**src/rtl/digit_serial_adder_pkg.sv**
```systemverilog
// Shared definitions for the digit-serial adder.
//   - FSM state encoding (IDLE / RUN / DONE)
//   - clog2: ceiling log2 for sizing counters
//   - ndig:  number of digits a WIDTH-bit operand splits into
package adder_defs;

  localparam logic [1:0] ST_IDLE = 2'd0;
  localparam logic [1:0] ST_RUN  = 2'd1;
  localparam logic [1:0] ST_DONE = 2'd2;

  // Ceiling log2; returns 0 for n <= 1.
  function automatic int clog2(input int n);
    int r;
    r = 0;
    for (int i = 0; i < 32; i++) begin
      if ((1 << r) < n) r++;
    end
    return r;
  endfunction

  function automatic int ndig(input int width, input int digit);
    return width / digit;
  endfunction

endpackage

```
**src/rtl/digit_serial_adder_cla_digit.sv**
```systemverilog
// cla_digit: combinational DIGIT-bit carry-lookahead adder slice.
// Ports:
//   a, b   in  DIGIT  operand digits
//   cin    in  1      carry into bit 0
//   s      out DIGIT  sum digit
//   cout   out 1      carry out of the slice MSB
//   c_msb  out 1      carry into the slice MSB (used for overflow detection)
module cla_digit #(
  parameter int DIGIT = 5
) (
  input  logic [DIGIT-1:0] a,
  input  logic [DIGIT-1:0] b,
  input  logic             cin,
  output logic [DIGIT-1:0] s,
  output logic             cout,
  output logic             c_msb
);

  logic [DIGIT-1:0] w_p;
  logic [DIGIT-1:0] w_g;
  logic [DIGIT:0]   w_c;

  assign w_p = a ^ b;
  assign w_g = a & b;

  // Carry into bit i as a flat sum of products:
  //   c[i] = p[i-1..0]&cin | g[0]&p[i-1..1] | ... | g[i-1]
  // Every carry depends only on p, g and cin, never on a lower carry.
  function automatic logic carry_into(input int i, input logic [DIGIT-1:0] p,
                                      input logic [DIGIT-1:0] g, input logic c0);
    logic c;
    logic term;
    term = c0;
    for (int m = 0; m < i; m++) term = term & p[m];
    c = term;
    for (int j = 0; j < i; j++) begin
      term = g[j];
      for (int m = j + 1; m < i; m++) term = term & p[m];
      c = c | term;
    end
    return c;
  endfunction

  // NOTE: purely combinational block -- every output bit is assigned on every
  // pass (default first), so no latch can be inferred.
  always_comb begin
    w_c = '0;
    for (int i = 0; i <= DIGIT; i++) w_c[i] = carry_into(i, w_p, w_g, cin);
  end

  assign s     = w_p ^ w_c[DIGIT-1:0];
  assign cout  = w_c[DIGIT];
  assign c_msb = w_c[DIGIT-1];

endmodule

```
**src/rtl/digit_serial_adder.sv**
```systemverilog
// digit_serial_adder: multi-cycle adder, Sum = A + B + CarryI, one DIGIT-bit
// carry-lookahead slice per clock, carry registered between digits.
// Ports:
//   clk, rst_n            clock, synchronous active-low reset
//   in_valid / in_ready   operand handshake (A, B, CarryI)
//   out_valid / out_ready result handshake (Sum, CarryO, Ovf)
//   Sum     WIDTH-bit result modulo 2^WIDTH
//   CarryO  unsigned carry out of bit WIDTH-1
//   Ovf     two's-complement overflow
module digit_serial_adder
  import adder_defs::*;
#(
  parameter int WIDTH = 15,
  parameter int DIGIT = 5
) (
  input  logic             clk,
  input  logic             rst_n,
  input  logic             in_valid,
  output logic             in_ready,
  input  logic [WIDTH-1:0] A,
  input  logic [WIDTH-1:0] B,
  input  logic             CarryI,
  output logic             out_valid,
  input  logic             out_ready,
  output logic [WIDTH-1:0] Sum,
  output logic             CarryO,
  output logic             Ovf
);

  localparam int NDIG = ndig(WIDTH, DIGIT);
  localparam int CW   = (clog2(NDIG) < 1) ? 1 : clog2(NDIG);
  localparam logic [CW-1:0] LAST = CW'(NDIG - 1);

  if (WIDTH < 1 || DIGIT < 1 || (WIDTH % DIGIT) != 0) begin : g_bad_params
    $error("digit_serial_adder: WIDTH must be >= 1 and a multiple of DIGIT");
  end

  logic [1:0]       r_state;
  logic [CW-1:0]    r_cnt;
  logic [WIDTH-1:0] r_a;
  logic [WIDTH-1:0] r_b;
  logic             r_carry;
  logic [WIDTH-1:0] r_sum;
  logic             r_carry_o;
  logic             r_ovf;

  logic [DIGIT-1:0] w_s;
  logic             w_cout;
  logic             w_c_msb;
  logic             w_accept;
  logic             w_last;

  // Operands shift right so the current digit always sits in the low bits.
  cla_digit #(.DIGIT(DIGIT)) u_cla (
    .a     (r_a[DIGIT-1:0]),
    .b     (r_b[DIGIT-1:0]),
    .cin   (r_carry),
    .s     (w_s),
    .cout  (w_cout),
    .c_msb (w_c_msb)
  );

  assign w_accept = (r_state == ST_IDLE) && in_valid;
  assign w_last   = (r_cnt == LAST);

  // Control and visible result registers: reset to a known state.
  // NOTE: sequential state is written with non-blocking assignments only, so
  // every register samples its inputs from before the edge.
  always_ff @(posedge clk) begin
    if (!rst_n) begin
      r_state   <= ST_IDLE;
      r_sum     <= '0;
      r_carry_o <= 1'b0;
      r_ovf     <= 1'b0;
    end else begin
      case (r_state)
        ST_IDLE: if (in_valid) r_state <= ST_RUN;
        ST_RUN: begin
          for (int k = 0; k < NDIG; k++) begin
            if (r_cnt == CW'(k)) r_sum[k*DIGIT +: DIGIT] <= w_s;
          end
          if (w_last) begin
            r_state   <= ST_DONE;
            r_carry_o <= w_cout;
            // Carry into the MSB differs from carry out => signed overflow.
            r_ovf     <= w_cout ^ w_c_msb;
          end
        end
        ST_DONE: if (out_ready) r_state <= ST_IDLE;
        default: r_state <= ST_IDLE;
      endcase
    end
  end

  // NOTE: datapath registers carry no reset -- they are always loaded on accept
  // before they are read, and the FSM reset alone discards partial work.
  always_ff @(posedge clk) begin
    if (w_accept) begin
      r_a     <= A;
      r_b     <= B;
      r_carry <= CarryI;
      r_cnt   <= '0;
    end else if (r_state == ST_RUN) begin
      r_a     <= r_a >> DIGIT;
      r_b     <= r_b >> DIGIT;
      r_carry <= w_cout;
      if (!w_last) r_cnt <= r_cnt + CW'(1);
    end
  end

  assign in_ready  = (r_state == ST_IDLE);
  assign out_valid = (r_state == ST_DONE);
  assign Sum       = r_sum;
  assign CarryO    = r_carry_o;
  assign Ovf       = r_ovf;

endmodule

```
**config.mk**
```make
export PLATFORM = sky130hd
export DESIGN_NAME = digit_serial_adder
export DESIGN_NICKNAME = d
export VERILOG_FILES = /design/src/rtl/digit_serial_adder_pkg.sv /design/src/rtl/digit_serial_adder_cla_digit.sv /design/src/rtl/digit_serial_adder.sv
export SDC_FILE = /design/constraint.sdc
export NUM_CORES = 1
export LEC_CHECK = 0
export ABC_AREA = 1
export CAP_MARGIN = 20
export CORE_ASPECT_RATIO = 1.25
export CORE_UTILIZATION = 30
export CTS_BUF_LIST = sky130_fd_sc_hd__clkbuf_8 sky130_fd_sc_hd__clkbuf_16
export CTS_CLUSTER_DIAMETER = 60
export DETAILED_ROUTE_END_ITERATION = 16
export GPL_ROUTABILITY_DRIVEN = 1
export PLACE_DENSITY = 0.61
export RECOVER_POWER = 100
export SYNTH_ARGS = -nofsm -noshare
export SYNTH_HDL_FRONTEND = slang
export SYNTH_SLANG_ARGS = --single-unit
export TNS_END_PERCENT = 10
```
**constraint.sdc**
```tcl
create_clock -name clk -period 1.8 [get_ports clk]
set_input_delay 0.36 -clock clk [delete_from_list [all_inputs] [get_ports clk]]
set_output_delay 0.36 -clock clk [all_outputs]
set_load 0.01 [all_outputs]
```
-- After elaboration in Yosys (flattened, before gate mapping)
Cells that the tools add are included.
- multiply operators: 0
- muxes and demuxes: 10
- order comparisons: 0
- add/subtract/negate cells: 1
- shift operators: 0
- reduce and logical (&&, ||, !) cells: 9
- div/mod/pow operators: 0
- eq/ne operators: 7
- bitwise gates (word level): 35
- operator list (operator ; count):
    $mux 15 ; 4
    $and 1x1->1 ; 15
    $or 1x1->1 ; 15
    $xor 5x5->5 ; 2
    $reduce_and 2->1 ; 4
    $mux 2 ; 3
    $pmux 2 s3 ; 1
    $and 5x5->5 ; 1
    $eq 2x1->1 const B ; 2
    $eq 2x2->1 const B ; 2
    $logic_not 2->1 ; 2
    $ne 2x2->1 const B ; 2
    $reduce_and 3->1 ; 1
    $add 2x1->2 const B ; 1
    $mux 1 ; 2
    $ne 2x1->1 const B ; 1
    $reduce_bool 2->1 ; 1
    $logic_and 1x1->1 ; 1
    $not 1->1 ; 1
    $xor 1x1->1 ; 1
- memory bits (writable): 0
- memories: 0
- output and inout bits: 19
- bits in latches: 0
- memory bits (read-only): 0
- input port bits: 35
- bits in registers: 52

-- Logic depth before layout (Yosys ltp)
- depth in word-level cells: 13
- mapped depth: 10
- mapped depth without buffers: 10

-- By module
Synthesis repeated with hierarchy kept, for this count alone.
- cells, all modules: 292
- area total of the unflattened synthesis: 2483.6 um^2
- modules (own cells, without submodules) (module ; seq. area each (um^2) ; times used ; area each (um^2) ; cells each):
    digit_serial_adder ; 1351.3 ; 1 ; 2277.2 ; 265
    cla_digit ; 0.0 ; 1 ; 206.4 ; 27

-- Least setup slack after synthesis
Ideal clock, no wire load.
- path type: reg-to-reg
- start: register r_state[0]
- end: register r_a[0], enable pin
- arrival: 1577 ps
- buffers on the path: 1
- slack: -166 ps
- required time: 1412 ps
- cell stages (with the launch flop): 5
- library setup time: 388 ps
- cell sequence: dfxtp_1 -> nor2_1 -> nand2_2 -> buf_2 -> nand2_1
- longest elaborated chain between the ends: 3
- elaborated cells between the ends (all ways): 4
- RTL lines (element ; line ; source):
    start: declaration ; digit_serial_adder.sv:38 ; logic [1:0] r_state;
    start signal: assignment ; digit_serial_adder.sv:71 ; r_state <= ST_IDLE;
    start signal: assignment ; digit_serial_adder.sv:77 ; ST_IDLE: if (in_valid) r_state <= ST_RUN;
    start signal: assignment ; digit_serial_adder.sv:83 ; r_state <= ST_DONE;
    $logic_not 2->1 ; n/a ;
    net in_ready ; digit_serial_adder.sv:19 ; output logic in_ready,
    $logic_and 1x1->1 ; digit_serial_adder.sv:63 ; assign w_accept = (r_state == ST_IDLE) && in_valid;
    $reduce_bool 2->1 (no source line) ; n/a ;
    end signal: assignment ; digit_serial_adder.sv:104 ; r_a <= r_a >> DIGIT;
    end: declaration ; digit_serial_adder.sv:40 ; logic [WIDTH-1:0] r_a;
The timed path passes the listed nets, and every way through them passes these cells.
A chain may end at the register's enable or synchronous reset.

-- Worst setup path after layout
- start: register r_b[0]
- end: register r_sum[4] (netlist: Sum[4])
- longest elaborated chain between the ends: 10
- elaborated cells between the ends (all ways): 14
- RTL lines (element ; line ; source):
    start: declaration ; digit_serial_adder.sv:41 ; logic [WIDTH-1:0] r_b;
    start signal: assignment ; digit_serial_adder.sv:105 ; r_b <= r_b >> DIGIT;
    $xor 5x5->5 ; digit_serial_adder_cla_digit.sv:23 ; assign w_p = a ^ b;
    $and 1x1->1 (4 in a row) ; digit_serial_adder_cla_digit.sv:34 ; for (int m = 0; m < i; m++) term = term & p[m];
    $or 1x1->1 (*) (4 in a row) ; digit_serial_adder_cla_digit.sv:39 ; c = c | term;
    $xor 5x5->5 (*) ; digit_serial_adder_cla_digit.sv:51 ; assign s = w_p ^ w_c[DIGIT-1:0];
    end signal: indexed assignment ; digit_serial_adder.sv:80 ; if (r_cnt == CW'(k)) r_sum[k*DIGIT +: DIGIT] <= w_s;
    end: declaration ; digit_serial_adder.sv:43 ; logic [WIDTH-1:0] r_sum;
Every way passes the cells marked *; elsewhere a longest branch is shown, timed or not.

==> out/metrics.csv <==
metric,value,unit
final worst slack,95.4,ps
Total GRT Usage,10.9,%
Sw Pwr,1.08,mW
Final min period,1700,ps
share of cells above drive strength 1,7.07,%
vias,1727,
Crit path arrival time,1920,ps
cell count after synthesis,251,
Buffers on Ports,53,
DP HPWL,3190,um
drt pass-1 iters,4,
Internal Power,2.25,mW
Max VDD drop,406,uV
Worst setup EP type,register,
Bufs on Longest Clock Path,2,
main flop type after synthesis,edfxtp_1,
via/cell ratio,4.29,
Hold Fails Final Rpt,0,
Comb pwr share,29.9,%
CTS buffer count,5,
Yosys Warn Count,0,
Root Driver,clkbuf_8,
FILL cells,762,
Post-DP Area,0.00300,mm2
Starting DRT DRC Count,58,
Post-Layout Cell Count,403,
final hold slack,466,ps
Core Footprint,0.00744,mm2
status,"finished, final reports clean",
Async SR Flop Fraction,0,%
die width,81.0,um
Mapped Nets,296,
initial antenna violation count,0,
"Setup violations, final",0,
"Req. time, crit path",2010,ps
"count leader, synth",nand2_1,
sequential element share of the synthesized area,57.7,%
"CP delay by family, top",adder cells,
vias in the first global route,1617,
Buf/Inv on CP,1,
post-synthesis cell area,0.00234,mm2
#FFs+latches synth,52,
Die Area,0.00816,mm2
syn_area_per_cell,9.33,um2
nets@finish,355,
post-synth cell types,24,
"Slew Viols, Final",0,
number of nets with antenna violations after routing,0,
commonest cells in the netlist,"84 x nand2_1, 31 x edfxtp_1, 31 x inv_1, 21 x dfxtp_1, 15 x nor2_1",
CP Cell Sequence,ha_1 > ha_1 > nand3_1 > nand4_2 > nand2_2 > nand2_4 > xnor2_2 > nand2_1 > nand2_1 > inv_1,
pin count of the biggest net entering global routing,32,
Leakage,1.40,nW
slowest library cell on the worst path,edfxtp_1,
Slew @ Worst Pin,463,ps
IO Count,54,
worst hold path type,register to register,
Slew headroom,69.1,%
area share of the largest cell type after synthesis,39.8,%
DRC,0,
Crit Path Class,register to register,
CTS tree,yes,
CP Max Fanout,3,
max_cap viols,0,
pre-CTS setup slack,74.1,ps
routability cong.,0.708,
Design Power,3.33,mW
clock skew,9.42,ps
"Period Utilization, post-route",94.7,%
WL final,4200,um
wire length per cell,10.4,um
final core utilization,41.2,%
fmax,587,MHz
Ant. Diodes,0,
grt total ovfl,0,
power per cell area,1090,mW/mm2
"final std cell area, no fill",0.00307,mm2
clock power share,21.6,%
first-pass GRT wire length,6890,um
sequential share of power,48.5,%
Post-Place Cells,394,
clock slew at reported path FFs,100,ps
ranking of synthesized cells by area,"edfxtp_1 40%, dfxtp_1 18%, nand2_1 13%",
clk sinks,52,
Initial Util,31.4,%
Synth area leader,edfxtp_1,
Worst-Skew Late Latency,310,ps
Area Growth Syn to Fin,31.0,%
Switching Share,32.5,%
row count,35,
max incr delay on CP,430,ps
CTS Hold Bufs,0,
Post-Route Setup TNS,0,ps
Die Y-Extent,101,um
RSZ-0062 raised after global routing,true,
H-tree depth,2,
critical path startpoint category,register,
number of synthesized flops with an enable pin,31,
metal layers:
layer	global-route usage (%)	part of all wire, %
met5	0	0
met4	4.12	1.9
met3	2.17	4.3
met2	20.0	50
met1	12.3	44
timing repair:
action	in CTS	in global routing
buffers inserted	0	1
resized for setup	0	2
setup endpoints to repair	0	10
worst min-delay path, delay by kind of cell, from the launching register on:
kind	cells	cell delay (ps)
AO/OA/AOI/OAI	1	50
AND/OR/NAND/NOR	1	60
flip-flops	1	320
worst paths after layout:
check / from / to / slack (ps) / depth (start not counted)
max reg2reg: r_b[0]$_DFFE_PP_ / Sum[4]$_SDFFE_PN0P_ / 100 / 10
max: r_b[0]$_DFFE_PP_ / Sum[4]$_SDFFE_PN0P_ / 100 / 10
min reg2reg: Sum[5]$_SDFFE_PN0P_ / Sum[5]$_SDFFE_PN0P_ / 470 / 2
min: Sum[5]$_SDFFE_PN0P_ / Sum[5]$_SDFFE_PN0P_ / 470 / 2
kinds of logic (layout without fill, tap and decap cells):
family	after synthesis	after routing	share of synthesized area [%]
xor gates and xnor gates	4	4	1.82
adders and majority gates	10	10	5.67
and+or+nand+nor	112	112	19.8
buffers and inverters	41	101	7.05
DFF	52	52	57.7
AOI/OAI and AO/OA	32	32	7.96
power groups by stage:
stage | Clock, mW | Sequential, mW | Combinational (mW)
after floorplan | 0 | 1.66 | 0.653
after global placement | 0 | 1.64 | 1.04
after detailed placement | 0 | 1.65 | 1.06
after CTS | 0.749 | 1.62 | 1.07
after global routing | 0.778 | 1.64 | 1.12
final | 0.718 | 1.62 | 0.997
sequential cells by signal, indices dropped and copies added (netlist names):
register / cells
r_cnt: 2
r_b: 15
r_carry: 1
Ovf: 1
CarryO: 1
r_a: 15
r_state: 2
Sum: 15
placed cells by master (no fill, tap or decap):
| cell | Yosys | layout |
|---|---|---|
| a21oi_1 | 10 | 10 |
| a31oi_1 | 1 | 1 |
| clkbuf_1 | 1 | 5 |
| clkbuf_4 | 0 | 1 |
| clkbuf_8 | 0 | 5 |
| clkdlybuf4s25_1 | 0 | 1 |
| clkdlybuf4s50_1 | 0 | 34 |
| dfxtp_1 | 21 | 21 |
| dlygate4sd3_1 | 0 | 17 |
| edfxtp_1 | 31 | 31 |
| fa_1 | 1 | 1 |
| ha_1 | 9 | 9 |
| inv_1 | 31 | 31 |
| inv_2 | 4 | 4 |
| inv_6 | 0 | 2 |
| inv_8 | 0 | 1 |
| nand2_1 | 84 | 84 |
| nand2_2 | 5 | 5 |
| nand2_4 | 1 | 1 |
| nand3_1 | 5 | 5 |
| nand4_2 | 1 | 1 |
| nor2_1 | 15 | 15 |
| nor2_4 | 1 | 1 |
| o21a_1 | 4 | 4 |
| o21ai_0 | 10 | 10 |
| o21ai_1 | 1 | 1 |
| o21bai_1 | 6 | 6 |
| xnor2_2 | 1 | 1 |
| xor2_1 | 3 | 3 |
final cells by class:
type	count	area (um2)	share of cell area (%)
clock buffers	5	68.8	2.24
clock inverters	3	28.8	0.938
inverters	35	131	4.28
multi-input cells	158	825	26.9
flip-flops and latches	52	1350	44.1
well taps	92	115	3.75
repair buffers	58	547	17.8
Note: power is estimated with default switching activity, not from simulation.
